### src/rtl/multi_pwm_motor_driver.sv
// Purpose : N-channel PWM H-bridge driver with slew-limited duty, reversal deadtime and active brake.
// Latency : pwm_out/motor_direction are registered one clk after the shared counter/FSM state they
//           reflect; enable gates them combinationally. No backpressure: cmd_valid is always accepted.
//
// Ports
//   clk_clk, reset_reset_n : clock and async active-low reset (release resynchronised internally)
//   enable                 : global enable; low coasts every channel at once
//   cmd_valid              : one-cycle strobe latching cmd_duty/cmd_dir/cmd_brake for all channels
//   cmd_duty/dir/brake     : per-channel targets (duty of ch i at [i*PWM_BITS +: PWM_BITS])
//   pwm_out                : PWM per channel
//   motor_direction        : {IN2,IN1} per channel at [2i +: 2]; 00 coast, 01 fwd, 10 rev, 11 brake
//   period_tick            : one-cycle pulse following each PWM period boundary
//   ch_busy                : channel is decelerating for a reversal or sitting in deadtime
module multi_pwm_motor_driver #(
    parameter int NUM_CH    = 2,
    parameter int PWM_BITS  = 8,
    parameter int PRESCALE  = 4,
    parameter int RAMP_STEP = 4,
    parameter int DEADTIME  = 2
) (
    input  logic                         clk_clk,
    input  logic                         reset_reset_n,
    input  logic                         enable,
    input  logic                         cmd_valid,
    input  logic [NUM_CH*PWM_BITS-1:0]   cmd_duty,
    input  logic [NUM_CH-1:0]            cmd_dir,
    input  logic [NUM_CH-1:0]            cmd_brake,
    output logic [NUM_CH-1:0]            pwm_out,
    output logic [2*NUM_CH-1:0]          motor_direction,
    output logic                         period_tick,
    output logic [NUM_CH-1:0]            ch_busy
);

    localparam int PS_W = (PRESCALE > 1) ? $clog2(PRESCALE) : 1;
    localparam int DT_W = $clog2(DEADTIME + 1);
    localparam int DUTY_MAX = (1 << PWM_BITS) - 1;

    // The counter runs 0..2^PWM_BITS-2 so that a duty of 2^PWM_BITS-1 is a constant high output.
    localparam logic [PWM_BITS-1:0] CNT_MAX  = PWM_BITS'(DUTY_MAX - 1);
    localparam logic [PS_W-1:0]     PS_LAST  = PS_W'(PRESCALE - 1);
    // A step larger than full scale behaves exactly like full scale, so clamp it to fit the math width.
    localparam logic [PWM_BITS:0]   STEP_LIM = (RAMP_STEP > DUTY_MAX) ? (PWM_BITS+1)'(DUTY_MAX)
                                                                     : (PWM_BITS+1)'(RAMP_STEP);
    localparam logic [DT_W-1:0]     DT_LOAD  = DT_W'(DEADTIME);
    localparam logic [DT_W-1:0]     DT_ONE   = DT_W'(1);

    typedef enum logic [2:0] {
        S_IDLE  = 3'd0,
        S_RUN   = 3'd1,
        S_DECEL = 3'd2,
        S_DEAD  = 3'd3,
        S_BRAKE = 3'd4
    } state_t;

    // ------------------------------------------------------------------
    // Reset: assertion is asynchronous, release is aligned to the clock.
    // ------------------------------------------------------------------
    logic [1:0] rst_sync;
    logic       rst_n_sync;

    always_ff @(posedge clk_clk or negedge reset_reset_n) begin
        if (!reset_reset_n) begin
            rst_sync <= 2'b00;
        end else begin
            rst_sync <= {rst_sync[0], 1'b1};
        end
    end

    assign rst_n_sync = rst_sync[1];

    // ------------------------------------------------------------------
    // Shared timebase: prescaler -> tick -> PWM counter -> period boundary.
    // ------------------------------------------------------------------
    logic [PS_W-1:0]     presc;
    logic [PWM_BITS-1:0] cnt;
    logic                tick;
    logic                boundary;
    logic                period_q;

    assign tick     = (presc == PS_LAST);
    assign boundary = tick && (cnt == CNT_MAX);

    always_ff @(posedge clk_clk or negedge rst_n_sync) begin
        if (!rst_n_sync) begin
            presc    <= '0;
            cnt      <= '0;
            period_q <= 1'b0;
        end else begin
            presc <= tick ? '0 : presc + 1'b1;
            if (tick) begin
                cnt <= (cnt == CNT_MAX) ? '0 : cnt + 1'b1;
            end
            period_q <= boundary;
        end
    end

    assign period_tick = period_q;

    // ------------------------------------------------------------------
    // Command targets: sticky until the next strobe. The FSMs only look at
    // them on a boundary, so a strobe landing on the boundary edge itself is
    // first acted upon one period later.
    // ------------------------------------------------------------------
    logic [NUM_CH*PWM_BITS-1:0] tgt_duty_q;
    logic [NUM_CH-1:0]          tgt_dir_q;
    logic [NUM_CH-1:0]          tgt_brake_q;

    always_ff @(posedge clk_clk or negedge rst_n_sync) begin
        if (!rst_n_sync) begin
            tgt_duty_q  <= '0;
            tgt_dir_q   <= '0;
            tgt_brake_q <= '0;
        end else if (cmd_valid) begin
            tgt_duty_q  <= cmd_duty;
            tgt_dir_q   <= cmd_dir;
            tgt_brake_q <= cmd_brake;
        end
    end

    // ------------------------------------------------------------------
    // Per-channel FSM, duty ramp and output registers.
    // ------------------------------------------------------------------
    for (genvar i = 0; i < NUM_CH; i++) begin : g_ch
        state_t              state_q, state_nxt;
        logic [PWM_BITS-1:0] cur_q, cur_nxt;
        logic [PWM_BITS-1:0] tgt;
        logic                run_dir_q, run_dir_nxt;
        logic [DT_W-1:0]     dead_q, dead_nxt;
        logic [PWM_BITS:0]   cur_w, eff_w, step;
        logic [1:0]          dir_enc;
        logic                pwm_q;
        logic [1:0]          dir_q;

        assign tgt = tgt_duty_q[i*PWM_BITS +: PWM_BITS];

        // State register: dropping enable parks the channel in IDLE at zero duty.
        always_ff @(posedge clk_clk or negedge rst_n_sync) begin
            if (!rst_n_sync) begin
                state_q   <= S_IDLE;
                cur_q     <= '0;
                run_dir_q <= 1'b0;
                dead_q    <= '0;
            end else if (!enable) begin
                state_q   <= S_IDLE;
                cur_q     <= '0;
                dead_q    <= '0;
            end else if (boundary) begin
                state_q   <= state_nxt;
                cur_q     <= cur_nxt;
                run_dir_q <= run_dir_nxt;
                dead_q    <= dead_nxt;
            end
        end

        // Next state and next duty, both applied only at a period boundary.
        always_comb begin
            state_nxt   = state_q;
            run_dir_nxt = run_dir_q;
            dead_nxt    = dead_q;
            cur_nxt     = cur_q;
            eff_w       = '0;
            cur_w       = {1'b0, cur_q};
            step        = '0;

            if (tgt_brake_q[i]) begin
                state_nxt = S_BRAKE;
            end else begin
                case (state_q)
                    S_BRAKE: begin
                        state_nxt = S_DEAD;
                        dead_nxt  = DT_LOAD;
                    end
                    S_IDLE: begin
                        if (tgt != '0) begin
                            state_nxt   = S_RUN;
                            run_dir_nxt = tgt_dir_q[i];
                        end
                    end
                    S_RUN: begin
                        if (tgt_dir_q[i] != run_dir_q) begin
                            state_nxt = S_DECEL;
                        end else if ((tgt == '0) && (cur_q == '0)) begin
                            state_nxt = S_IDLE;
                        end
                    end
                    // A request that flips back to run_dir still rides the ramp to zero.
                    S_DECEL: begin
                        if (cur_q == '0) begin
                            state_nxt = S_DEAD;
                            dead_nxt  = DT_LOAD;
                        end
                    end
                    // The load value counts whole periods, so leave on the last one.
                    S_DEAD: begin
                        if (dead_q <= DT_ONE) begin
                            state_nxt = S_IDLE;
                            dead_nxt  = '0;
                        end else begin
                            dead_nxt = dead_q - 1'b1;
                        end
                    end
                    default: begin
                        state_nxt = S_IDLE;
                    end
                endcase
            end

            // Only RUN drives toward the commanded duty; every other state winds down to zero.
            // The ramp uses the state being entered, so IDLE->RUN already takes its first step.
            if (state_nxt == S_RUN) begin
                eff_w = {1'b0, tgt};
            end

            if (state_nxt == S_BRAKE) begin
                cur_nxt = '0;
            end else if (eff_w > cur_w) begin
                step    = ((eff_w - cur_w) > STEP_LIM) ? STEP_LIM : (eff_w - cur_w);
                cur_nxt = PWM_BITS'(cur_w + step);
            end else begin
                step    = ((cur_w - eff_w) > STEP_LIM) ? STEP_LIM : (cur_w - eff_w);
                cur_nxt = PWM_BITS'(cur_w - step);
            end
        end

        // Bridge pin encoding for the current state.
        always_comb begin
            dir_enc = 2'b00;
            case (state_q)
                S_RUN, S_DECEL: dir_enc = run_dir_q ? 2'b10 : 2'b01;
                S_BRAKE:        dir_enc = 2'b11;
                default:        dir_enc = 2'b00;
            endcase
        end

        // Registered pins give glitch-free edges; enable also clears them so a
        // one-cycle enable dip cannot replay a stale direction afterwards.
        always_ff @(posedge clk_clk or negedge rst_n_sync) begin
            if (!rst_n_sync) begin
                pwm_q <= 1'b0;
                dir_q <= 2'b00;
            end else begin
                pwm_q <= enable && (cnt < cur_q) && (state_q != S_BRAKE);
                dir_q <= enable ? dir_enc : 2'b00;
            end
        end

        assign pwm_out[i]              = pwm_q & enable;
        assign motor_direction[2*i +: 2] = dir_q & {2{enable}};
        assign ch_busy[i]              = (state_q == S_DECEL) || (state_q == S_DEAD);
    end

endmodule

### config.mk
export PLATFORM = sky130hd
export DESIGN_NAME = multi_pwm_motor_driver
export DESIGN_NICKNAME = d
export VERILOG_FILES = /design/src/rtl/multi_pwm_motor_driver.sv
export SDC_FILE = /design/constraint.sdc
export NUM_CORES = 1
export LEC_CHECK = 0
export BUFFER_PORTS_ARGS = -buffer_cell sky130_fd_sc_hd__buf_2
export CAP_MARGIN = 20
export CORE_MARGIN = 2
export CORE_UTILIZATION = 55
export CTS_BUF_LIST = sky130_fd_sc_hd__clkbuf_16
export DETAILED_ROUTE_END_ITERATION = 10
export PLACE_DENSITY = 0.73
export SETUP_SLACK_MARGIN = 0.2
export SLEW_MARGIN = 20
export SYNTH_ARGS = -nofsm -noshare
export SYNTH_HDL_FRONTEND = slang
export SYNTH_SLANG_ARGS = --single-unit
### constraint.sdc
create_clock -name clk_clk -period 2.3 [get_ports clk_clk]
set_input_delay 0.575 -clock clk_clk [delete_from_list [all_inputs] [get_ports clk_clk]]
set_output_delay 0.575 -clock clk_clk [all_outputs]
set_load 0.005 [all_outputs]
==> impl_metrics.yaml <==
run_status:
  outcome: "complete, but fails checks"
  violations: "negative setup slack"
routing:
  vias: 7615
  totalWireLength_um: 28100
  drt_iter0_markers: 957
  wl_per_cell_um: 25.1
  viasPerCell: 6.80
  drc_errors: 0
  drt_pass1_iterations: 6
  antenna_left: 0
setup_path:
  crit_path_end_kind: "register"
  reg2reg_depth: 28
  cp_slowest_cell: "dfrtp_1"
  start_kind: "register"
  worst_ep_arrival_time_ns: 6.24
  cp_top_family: "compound AO/OA/AOI/OAI gates"
  cp_max_fo: 6
  reg2reg_to: "g_ch[1].cur_q[7]"
  r2r-start: "tgt_duty_q[12]"
  r2r_setup_slack_ns: -3.66
  crit_top_cell: "buf_4"
  required_ns: 2.58
  max_stage_delay_ns: 0.43
  crit_buf_inv: 5
  crit_type: "reg -> reg"
die:
  dieArea_mm2: 0.0118
  initial_utilization_pct: 56.0
  rows: 38
  core-area_mm2: 0.0108
  fp.dieW_um: 109
  io_pins: 33
  die_height_um: 109
finish:
  layout_common_cells: "234 x buf_4, 74 x nand2_1, 65 x dfrtp_1"
  layout.nets: 1068
  drive_above_1_share_pct: 46.9
  area_growth_pct: 53.1
  layout_commonest_cell: "buf_4"
sta:
  setup_viol: 18
  setup_tns_ns: -49.73
  fin_crit_ns: 5.96
  tightest_slew_ns: 0.550
  clock_skew_ns: 0.0123
  fmax_ghz: 0.168
  holdWs_ns: 0.00433
  setup_slack_ns: -3.66
  max_slew_margin_pct: 62.4
  drv_slew: 0
  period_share_pct: 259
  finalHoldViolCount: 0
  rsz0062_at_grt: "yes"
grt:
  grt_overflow: 0
  antenna_found_initial: 3
  grt_pass1_vias: 6840
  grt_pass1_wl_um: 34600
  grt_start_max_net_pins: 26
  grt_usage_pct: 37.9
logic_synthesis:
  synth-edff-count: 0
  yosys_warnings: 0
  synth_seq_cells: 67
  syn-cell-area_mm2: 0.00604
  syn-num-nets: 791
  synth_flop_cell: "dfrtp_1"
  ys_seq_area_share_pct: 27.7
  synth_cells: 694
  ys_types: 78
  syn_area_per_cell_um2: 8.71
  async_reset_ff_share_pct: 100
placed_design:
  dp_hpwl_um: 14300
  portBuffers: 32
  globalplace.congestion: 0.928
pwr:
  power.density_mw_per_mm2: 508
  irDropWorstVdd_mv: 0.632
  p_leak_nw: 4.41
clock_network:
  cts_tree: "yes"
  path_clk_slew_ns: 0.06
  h-tree-depth: 3
  cts_buffer_depth: 2
  cts_root_buf: "clkbuf_16"
  clock-sinks: 67
  cts_made_buffers: 9
  clock_latency_ns: 0.35
  postCtsHoldBufs: 0
min_path:
  hold_class: "in -> async"
run:
  maxCapViolCount: 0
==> cells by family (layout without fill, tap and decap cells) <==
logic type,count (synthesis),in the layout,synth area share (%)
buf+inv,72,354,4.88
fa+ha+maj,73,73,15.9
xor+xnor,30,30,4.35
other cells,1,5,0.0620
mux,30,30,5.49
flops,67,67,27.7
simple gates,250,250,22.7
compound gates,171,171,18.9
==> synth_stat cells, types with 4 or more instances <==
cell type  instances  area, µm²
fa_1               6        120
nand4_1           13       81.3
mux2i_1            5       50.1
o21a_1             6       45.0
ha_1              67        838
nand3b_1           5       37.5
mux2_2            24        270
a22o_1             5       43.8
and3_1             5       31.3
a31oi_1            6       37.5
xor2_1            15        131
nor4_1            12       75.1
a211oi_1           4       30.0
and2_1            18        113
nor2b_1           16        100
dfrtp_1           67       1680
clkbuf_1          10       37.5
buf_2              8       40.0
nor3_1             7       35.0
o21ai_0           47        235
xnor2_1           15        131
a21o_1            15        113
nor2_1            31        116
nand2_1           83        312
a21boi_0           7       52.6
nand3_1           17       85.1
a21oi_1           37        185
nand2b_1          17        106
inv_1             48        180
==> how the worst max path moves through the flow <==
stage	start	endpoint	slack, ns	cells after the start
global route	tgt_duty_q[12]	g_ch[1].cur_q[7]	-3.89	30
global placement	tgt_duty_q[8]	g_ch[1].cur_q[7]	-2.97	29
CTS	g_ch[1].cur_q[1]	g_ch[1].cur_q[7]	-3.19	29
finish	tgt_duty_q[12]	g_ch[1].cur_q[7]	-3.66	28
floorplan	g_ch[1].cur_q[0]	g_ch[1].cur_q[7]	-2.90	29
detailed placement	tgt_duty_q[9]	g_ch[1].cur_q[7]	-3.28	30
==> layer usage <==
| layer | part of all wire, % | track usage [%] | vias to the layer above |
|---|---|---|---|
| li1 | - | - | 3025 |
| met4 | 10 | 15.9 | 0 |
| met2 | 44 | 62.2 | 737 |
| met3 | 12 | 5.86 | 321 |
| met5 | 0 | 0 | - |
| met1 | 34 | 49.9 | 3532 |
==> area by class of cell <==
type,instances,area [µm²]
multi-input combinational,555,4760
timing repair buffer,288,2160
sequential,67,1680
fill,437,1540
clock buffer,9,225
inverter,50,188
tap,140,175
clock inverter,7,51.3
antenna,4,10.0
==> state kept, by name, summed over array words and instances (netlist names), 2 cells and up <==
signal / count
cnt: 8
g_ch.cur_q: 16
g_ch.dead_q: 4
g_ch.dir_q: 4
g_ch.pwm_q: 2
g_ch.run_dir_q: 2
g_ch.state_q: 6
presc: 2
rst_sync: 2
tgt_brake_q: 2
tgt_dir_q: 2
tgt_duty_q: 16
==> through the flow <==
step / utilization, % / cells / setup slack (ns) / total power (W) / area, µm²
floorplan: - / 694 / -2.90 / 0.00218 / 6210
global placement: 74.5 / 1058 / -2.97 / 0.00283 / 8040
detailed placement: 74.5 / 1058 / -3.28 / 0.00290 / 8040
CTS: 81.9 / 1099 / -3.19 / 0.00435 / 8840
global route: 85.7 / 1119 / -3.89 / 0.00482 / 9250
finish: 85.8 / 1120 / -3.66 / 0.00470 / 9260
==> power by group <==
group          total, W  leakage (nW)  switching [W]  internal [W]
sequential      0.00126         0.873      0.0000455       0.00122
combinational   0.00208          3.40        0.00107       0.00101
clock           0.00136         0.134       0.000625      0.000739
==> what timing repair did <==
action                     4_1_cts  5_1_grt
gates cloned                     1        0
resized for setup               79       61
pin swaps                       60       40
setup buffers                   24       17
setup endpoints to repair       17       23
(Power assumes the default switching activity.)
